==> src/rtl/eval_channel_arbiter.sv <==
`default_nettype none
// ============================================================================
// Module   : eval_channel_arbiter
// Purpose  : Round-robin, packet-locked arbiter multiplexing N valid/ready
//            requesters onto one shared output channel.
// Revision : 1.0 - initial release
// ============================================================================
module eval_channel_arbiter #(
    parameter  int N         = 4,
    parameter  int W         = 32,
    parameter  int MAX_BEATS = 16,
    localparam int SEL_W     = $clog2(N),
    localparam int CNT_W     = $clog2(MAX_BEATS) + 1
) (
    input  logic             clk,
    input  logic             rst_n,
    input  logic [N-1:0]     in_valid,
    output logic [N-1:0]     in_ready,
    input  logic [N*W-1:0]   in_data,
    input  logic [N-1:0]     in_last,
    output logic             out_valid,
    input  logic             out_ready,
    output logic [W-1:0]     out_data,
    output logic             out_last,
    output logic [SEL_W-1:0] out_sel,
    output logic             busy,
    output logic             err_overlong
);

    localparam int CAND_W = SEL_W + 1;

    typedef enum logic [0:0] {
        ST_IDLE   = 1'b0,
        ST_LOCKED = 1'b1
    } state_t;

    state_t             state_q, state_d;
    logic [SEL_W-1:0]   lock_idx_q, lock_idx_d;
    logic [SEL_W-1:0]   rr_ptr_q, rr_ptr_d;
    logic [CNT_W-1:0]   beat_cnt_q, beat_cnt_d;
    logic               err_q, err_d;

    logic [SEL_W-1:0]   winner;
    logic [CAND_W-1:0]  cand;
    logic               found;
    logic               fire;

    function automatic logic [SEL_W-1:0] next_idx(input logic [SEL_W-1:0] idx);
        next_idx = (idx == SEL_W'(N - 1)) ? '0 : idx + SEL_W'(1);
    endfunction

    // Rotating priority search starting at rr_ptr; explicit wrap keeps
    // non-power-of-two N correct.
    always_comb begin
        winner = rr_ptr_q;
        found  = 1'b0;
        cand   = '0;
        if (state_q == ST_LOCKED) begin
            winner = lock_idx_q;
        end else begin
            for (int k = 0; k < N; k++) begin
                cand = {1'b0, rr_ptr_q} + CAND_W'(k);
                if (cand >= CAND_W'(N)) begin
                    cand = cand - CAND_W'(N);
                end
                if (!found && in_valid[cand[SEL_W-1:0]]) begin
                    winner = cand[SEL_W-1:0];
                    found  = 1'b1;
                end
            end
        end
    end

    always_comb begin
        in_ready = '0;
        if (rst_n) begin
            in_ready[winner] = out_ready;
        end
    end

    assign out_valid    = rst_n & in_valid[winner];
    assign out_data     = in_data[winner*W +: W];
    assign out_last     = in_last[winner];
    assign out_sel      = winner;
    assign busy         = (state_q == ST_LOCKED);
    assign err_overlong = err_q;
    assign fire         = out_valid & out_ready;

    always_comb begin
        state_d    = state_q;
        lock_idx_d = lock_idx_q;
        rr_ptr_d   = rr_ptr_q;
        beat_cnt_d = beat_cnt_q;
        err_d      = err_q;

        case (state_q)
            ST_IDLE: begin
                if (out_valid) begin
                    if (fire && out_last) begin
                        rr_ptr_d = next_idx(winner);
                    end else begin
                        state_d    = ST_LOCKED;
                        lock_idx_d = winner;
                    end
                end
            end
            ST_LOCKED: begin
                if (fire && out_last) begin
                    state_d  = ST_IDLE;
                    rr_ptr_d = next_idx(lock_idx_q);
                end
            end
            default: state_d = ST_IDLE;
        endcase

        // The overlong flag only reports; the packet still runs to its last beat.
        if (fire) begin
            if (out_last) begin
                beat_cnt_d = '0;
            end else begin
                if (beat_cnt_q != CNT_W'(MAX_BEATS)) begin
                    beat_cnt_d = beat_cnt_q + CNT_W'(1);
                end
                if (beat_cnt_q == CNT_W'(MAX_BEATS - 1)) begin
                    err_d = 1'b1;
                end
            end
        end
    end

    always_ff @(posedge clk or negedge rst_n) begin
        if (!rst_n) begin
            state_q    <= ST_IDLE;
            lock_idx_q <= '0;
            rr_ptr_q   <= '0;
            beat_cnt_q <= '0;
            err_q      <= 1'b0;
        end else begin
            state_q    <= state_d;
            lock_idx_q <= lock_idx_d;
            rr_ptr_q   <= rr_ptr_d;
            beat_cnt_q <= beat_cnt_d;
            err_q      <= err_d;
        end
    end

endmodule
`default_nettype wire
==> config.mk <==
export PLATFORM = sky130hd
export DESIGN_NAME = eval_channel_arbiter
export DESIGN_NICKNAME = d
export VERILOG_FILES = /design/src/rtl/eval_channel_arbiter.sv
export SDC_FILE = /design/constraint.sdc
export NUM_CORES = 1
export LEC_CHECK = 0
export ABC_AREA = 1
export CORE_ASPECT_RATIO = 0.9
export CORE_UTILIZATION = 45
export CTS_BUF_LIST = sky130_fd_sc_hd__clkbuf_16
export DETAILED_ROUTE_END_ITERATION = 12
export DONT_BUFFER_PORTS = 1
export GPL_TIMING_DRIVEN = 0
export PLACE_DENSITY = 0.57
export SYNTH_ARGS = -nofsm -noshare
export SYNTH_HDL_FRONTEND = slang
export SYNTH_SLANG_ARGS = --single-unit
export TNS_END_PERCENT = 30
==> constraint.sdc <==
create_clock -name clk -period 5.3 [get_ports clk]
set_clock_uncertainty 0.05 [all_clocks]
set_input_delay 0.795 -clock clk [delete_from_list [all_inputs] [get_ports clk]]
set_output_delay 0.795 -clock clk [all_outputs]
set_load 0.05 [all_outputs]
# ---- Word level (Yosys, flattened, before mapping)
# Index checks and enable logic that the tools add are counted.
dict set report op_classes {
  add_sub_neg 10
  magnitude_cmp 10
  eq_ne 7
  shift 1
  n_mux 45
  n_bitwise 6
  reduce_logical 13
}
# cell n
set op_table {}
lappend op_table {{128-bit by 8-bit variable part select with 32-bit output} 1}
lappend op_table {{2-bit two-way mux} 18}
lappend op_table {{2-bit by 3-bit < comparator with 1-bit output, second input constant} 5}
lappend op_table {{1-bit two-way mux} 15}
lappend op_table {{1-bit binary-select mux with 2-bit select} 6}
lappend op_table {{5-bit two-way mux} 2}
lappend op_table {{3-bit >= comparator, second input constant} 3}
lappend op_table {{3-bit AND reduction} 3}
lappend op_table {{2-bit by 1-bit subtractor with 2-bit output, second input constant} 4}
lappend op_table {{2-bit by 2-bit adder with 3-bit output, second input constant} 2}
lappend op_table {{5-bit by 1-bit adder with 5-bit output, second input constant} 1}
lappend op_table {{5-bit by 4-bit equality test with 1-bit output, second input constant} 1}
lappend op_table {{1-bit logical AND} 5}
lappend op_table {{5-bit inequality test, second input constant} 1}
lappend op_table {{2-bit by 1-bit adder with 2-bit output, second input constant} 2}
lappend op_table {{4-bit bitwise AND} 1}
lappend op_table {{2-bit equality test, second input constant} 2}
lappend op_table {{4-bit two-way mux} 1}
lappend op_table {{2-bit inequality test, second input constant} 2}
lappend op_table {{2-bit case mux with 2 select lines} 1}
lappend op_table {{2-bit by 1-bit adder with 3-bit output, second input constant} 1}
lappend op_table {{2-bit by 3-bit >= comparator with 1-bit output, second input constant} 1}
lappend op_table {{1-bit zero test} 3}
lappend op_table {{1-bit inverter} 3}
lappend op_table {{7 further kinds} 8}
dict set report word_totals {
  regBits 11
  out_inout_bits 42
  word_cells 97
}

# ---- Depth between registers and ports, before layout
dict set report depth {
  depth_word 27
  mapped_depth 20
  ltp_nobuf 19
}

# ---- Worst setup path before layout
# OpenSTA, ideal clock, no wires.
dict set report synth_path {
  path_type {input-to-output}
  startpoint {input port in_valid[1]}
  endpoint {output port out_data[10]}
  arrival_ns 3.180
  slack_ns 1.275
  path_stages 12
  n_path_buf 1
  cell_sequence {nand2_1 nand3_2 nand2_2 nand3_2 nand3_1 nand2_1 nand2_2 nand2_1 nand2_4 clkbuf_1 o21ai_0 o22ai_1}
}
dict set report synth_between {
  elab_chain_len 17
  word_cells_on_any_way 26
  classes_between {shift: 1; mux: 19; reduce/logical: 6}
}
# item line_no
set synth_rtl {}
lappend synth_rtl {{start, declared} 17} ;# input logic [N-1:0] in_valid,
lappend synth_rtl {{1-bit binary-select mux with 2-bit select} 66} ;# if (!found && in_valid[cand[SEL_W-1:0]]) begin
lappend synth_rtl {{1-bit two-way mux (not written as such)} 66}
lappend synth_rtl {{1-bit two-way mux} 66}
lappend synth_rtl {{1-bit two-way mux} 58} ;# if (state_q == ST_LOCKED) begin
lappend synth_rtl {{1-bit zero test} 66}
lappend synth_rtl {{1-bit logical AND} 66}
lappend synth_rtl {{1-bit two-way mux} 66}
lappend synth_rtl {{1-bit two-way mux} 58}
lappend synth_rtl {{[2 not listed]} --}
lappend synth_rtl {{1-bit two-way mux} 66}
lappend synth_rtl {{1-bit two-way mux} 58}
lappend synth_rtl {{1-bit zero test} 66}
lappend synth_rtl {{1-bit logical AND} 66}
lappend synth_rtl {{2-bit two-way mux *} 66}
lappend synth_rtl {{2-bit two-way mux *} 58}
lappend synth_rtl {{named net out_sel[1]} 25} ;# output logic [SEL_W-1:0] out_sel,
lappend synth_rtl {{128-bit by 8-bit variable part select with 32-bit output *} 82} ;# assign out_data = in_data[winner*W +: W];
lappend synth_rtl {{end, declared} 23} ;# output logic [W-1:0] out_data,
# Mark *: on every way through the listed nets, which the timed path passes. The rest lies on a longest branch. The select of a mux whose other input is x is not followed.

# ---- Worst setup path in the final report
dict set report layout_path {
  startpoint {register rr_ptr_q[1]}
  endpoint {output port out_data[13]}
}
dict set report layout_between {
  elab_chain_len 20
  word_cells_on_any_way 45
  classes_between {add/sub: 7; order compare: 4; shift: 1; mux: 27; reduce/logical: 6}
}
# item line_no
set layout_rtl {}
lappend layout_rtl {{start, declared} 39} ;# logic [SEL_W-1:0] rr_ptr_q, rr_ptr_d;
lappend layout_rtl {{start signal, assigned} 141} ;# rr_ptr_q <= rr_ptr_d;
lappend layout_rtl {{2-bit by 3-bit >= comparator with 1-bit output or 2-bit by 1-bit subtractor with 2-bit output (tied branches)} {63, 64}}
lappend layout_rtl {{2-bit two-way mux} 63} ;# if (cand >= CAND_W'(N)) begin
lappend layout_rtl {{2-bit two-way mux} 58}
lappend layout_rtl {{1-bit binary-select mux with 2-bit select} 66}
lappend layout_rtl {{1-bit two-way mux (not written as such)} 66}
lappend layout_rtl {{1-bit two-way mux} 66}
lappend layout_rtl {{1-bit two-way mux} 58}
lappend layout_rtl {{1-bit zero test} 66}
lappend layout_rtl {{[5 not listed]} --}
lappend layout_rtl {{1-bit two-way mux} 66}
lappend layout_rtl {{1-bit two-way mux} 58}
lappend layout_rtl {{1-bit zero test} 66}
lappend layout_rtl {{1-bit logical AND} 66}
lappend layout_rtl {{2-bit two-way mux *} 66}
lappend layout_rtl {{2-bit two-way mux *} 58}
lappend layout_rtl {{named net out_sel[1]} 25}
lappend layout_rtl {{128-bit by 8-bit variable part select with 32-bit output *} 82}
# Marked as above.

==> run_results.csv <==
group,metric,value,unit
timing,tightestPinTransition,1.256,ns
worst_setup_path,required,4.45,ns
clock_network,clk_latency,0.24,ns
job,cap_violations,0,
timing,rsz0062_at_grt,"no",
clock_network,clock_path_buffers,2,
synth,ys_seq_elements,11,
timing,period_needed,4.673,ns
worst_setup_path,cp_slowest_cell,"o22ai_1",
global_route,grt_pass1_wl,11250,um
timing,fin_crit_sh,0.8816,
floorplan,ioPinCount,181,
worst_setup_path,critPathMostFrequentCell,"nand2_1",
route,ant_nets,0,
worst_setup_path,path_cells,"buf_6 -> inv_2 -> nand2_1 -> nand2_1 -> nand2_1 -> nand2_1 -> nand3_2 -> nand3_1 -> nand2_1 -> nand2_2 -> nand2_1 -> nand2_4 -> clkbuf_1 -> o21ai_0 -> o22ai_1",
timing,slew_violations,0,
timing,max_freq,214.0,MHz
route,firstDrtPassIters,5,
synth,syn_area_per_cell,5.656,um2
worst_setup_path,cp.arrival,3.83,ns
place,dpl_cell_area,2176,um2
synth,synth_xor_area_frac,0.008348,
worst_hold_path,min-delay-path-class,"primary input to asynchronous set/reset pin",
floorplan,initial_core_util,0.4704,
final_layout,finish.net_count,523,
place,placed_cells,433,
global_route,grt_pass1_vias,2261,
worst_setup_path,criticalPathCategory,"flop to output port",
final_layout,area_growth,7.454,%
floorplan,core,4461,um2
global_route,antenna_found_initial,0,
clock_network,cts_tree,"built",
place,portBuffers,0,
clock_network,htreeDepth,1,
floorplan,die_h,66.78,um
clock_network,cts_resized,0,
synth,synth_top_family_by_area,"simple AND/OR/NAND/NOR gates",
global_route,grt_max_degree,14,
synth,yosys_warnings,0,
synth,post_synth_inst_count,371,
synth,synth_simple_gate_area_frac,0.4287,
clock_network,post-cts-setup-buffers,0,
global_route,overflow,0,
route,avgViaCountPerCell,5.879,
worst_setup_path,reg2reg_from,"rr_ptr_q[1]",
global_route,grt_usage,0.2973,
final_layout,utilization,0.5055,
worst_setup_path,cp-start-kind,"flop",
worst_setup_path,crit_family,"compound AO/OA/AOI/OAI gates",
synth,synth_compound_area_frac,0.2707,
route,drc_errors,0,
timing,finalSetupViolCount,0,
route,wire_per_inst,17.46,um
final_layout,instances_no_fill,437,
synth,synth_nets,518,
synth,synth_fa_ha_area_frac,0.04770,
place,dp_hpwl,6026,um
final_layout,antennaDiodeCount,0,
clock_network,clk_pin_slew,0.04,ns
timing,tns,0,ns
clock_network,cts_inserted_buffers,3,
route,first_iter_violations,189,
route,drt-total-wl,7632,um
synth,yosysUniqueCellTypes,28,
worst_setup_path,crit_fanout,12,
synth,synth-seq-area-share,0.1312,
final_layout,drive_gt1_frac,0.1120,
outcome,status,"finished clean",
worst_setup_path,path_buf_inv,3,
synth,syn_area,2098,um2
final_layout,final_area,2255,um2
synth,synth_mux_area_frac,0.004770,
clock_network,clock-sinks,11,
place,place_congestion,0.8574,
timing,max_slew_margin,0.1750,
timing,hold_violations,0,
worst_setup_path,startpoint,"rr_ptr_q[1]",
worst_setup_path,cpPeakStageDelay,1.00,ns
floorplan,row_count,23,
floorplan,die_area,4940,um2
floorplan,die-width,73.98,um
clock_network,hold_buffers,0,
worst_setup_path,worst_setup_path_end_kind,"output port",
route,via_count,2569,
clock_network,cts_root_buffer,"clkbuf_16",
-- state kept, by name, summed over array words and instances (netlist names) --
name,flops
beat_cnt_q,5
lock_idx_q,2
rr_ptr_q,2
busy,1
err_overlong,1
-- logic make-up (layout without fill, tap and decap cells) --
group           after synthesis  after routing
buf+inv                      49             53
xor+xnor                      2              2
simple gates                199            199
flops                        11             11
mux                           1              1
fa+ha+maj                     8              8
compound gates              101            101
-- final timing paths --
| path | endpoint | slack [ns] | cells after the start |
|---|---|---|---|
| max | out_data[13] | 0.63 | 15 |
| min | rr_ptr_q[0] | 0.20 | 0 |
| max reg2reg | rr_ptr_q[1] | 2.18 | 16 |
| min reg2reg | beat_cnt_q[4] | 0.45 | 2 |
| max in group asynchronous | beat_cnt_q[4] | 4.93 | 0 |
| min in group clk | beat_cnt_q[4] | 0.45 | 2 |
-- layer usage --
layer  global-route usage  vias up  routed length [um]
li1                     -     1253                   -
met1               0.3795     1191                3282
met2               0.5318      119                3784
met3              0.04841        6                 502
met4              0.03606        0                  61
met5                    0        -                   0
-- worst register-to-register path, stage by stage (launching register included) --
cell and delay, ns:
dfrtp_1 0.37, buf_6 0.14, inv_2 0.10, nand2_1 0.06
nand2_1 0.11, nand2_1 0.06, nand2_1 0.10, nand3_2 0.09
nand3_1 0.09, nand2_1 0.06, nand2_2 0.08, nand2_1 0.09
nand2_4 0.13, clkbuf_1 0.84, ha_1 0.41, mux2i_1 0.12
o21ai_1 0.09
-- synthesized netlist by cell type --
cell type  instances  share of area
nand2_1           77           0.14
nor2_1            74           0.13
o21ai_0           65           0.16
o22ai_1           32          0.095
inv_1             23          0.041
nand3_1           22          0.052
dfrtp_1           11           0.13
clkbuf_1          10          0.018
ha_1               8          0.048
nand2_2            7          0.021
buf_4              6          0.021
nand3_2            6          0.029
buf_2              5          0.012
nand2_4            5          0.027
inv_2              3         0.0054
a21oi_4            2          0.016
buf_6              2          0.011
nand3b_1           2         0.0072
o21ai_1            2         0.0048
and3_1             1         0.0030
mux2i_1            1         0.0048
nand3_4            1         0.0083
nand4_1            1         0.0030
nor2_2             1         0.0030
nor3_1             1         0.0024
or2_2              1         0.0030
xnor2_1            1         0.0042
xor2_1             1         0.0042
-- placed cells by master, fill, tap and decap left out --
cell,n
clkbuf_16,3
ha_1,8
nand3_2,6
buf_4,6
nand2_2,7
nor2_1,74
buf_2,5
clkbuf_1,10
nand2_1,77
xnor2_1,1
nand2_4,5
nand3_1,22
nor3_1,1
nand3_4,1
inv_2,3
xor2_1,1
inv_1,24
nand4_1,1
a21oi_4,2
nor2_2,1
or2_2,1
dfrtp_1,11
and3_1,1
nand3b_1,2
mux2i_1,1
o21ai_1,2
o21ai_0,65
buf_6,2
o22ai_1,32
-- cell type report --
| class | instances | area (um2) |
|---|---|---|
| clock inverters | 1 | 3.754 |
| multi-input cells | 311 | 1595 |
| fillers | 508 | 2206 |
| clock buffers | 3 | 75.07 |
| inverters | 26 | 97.59 |
| well taps | 62 | 77.57 |
| plain buffers | 23 | 130.1 |
| flip-flops and latches | 11 | 275.3 |
-- per-stage QoR --
stage	hold WS, ns	worst slack (ns)
floorplan	0.4109	1.275
global placement	0.4410	0.7516
detailed placement	0.4424	0.7121
CTS	0.1962	0.6221
global route	0.1905	0.4809
finish	0.2006	0.6274
Power is left out: the tool's default activity adds up to more than one toggle a clock period on the data nets, which glitch-free logic cannot reach.
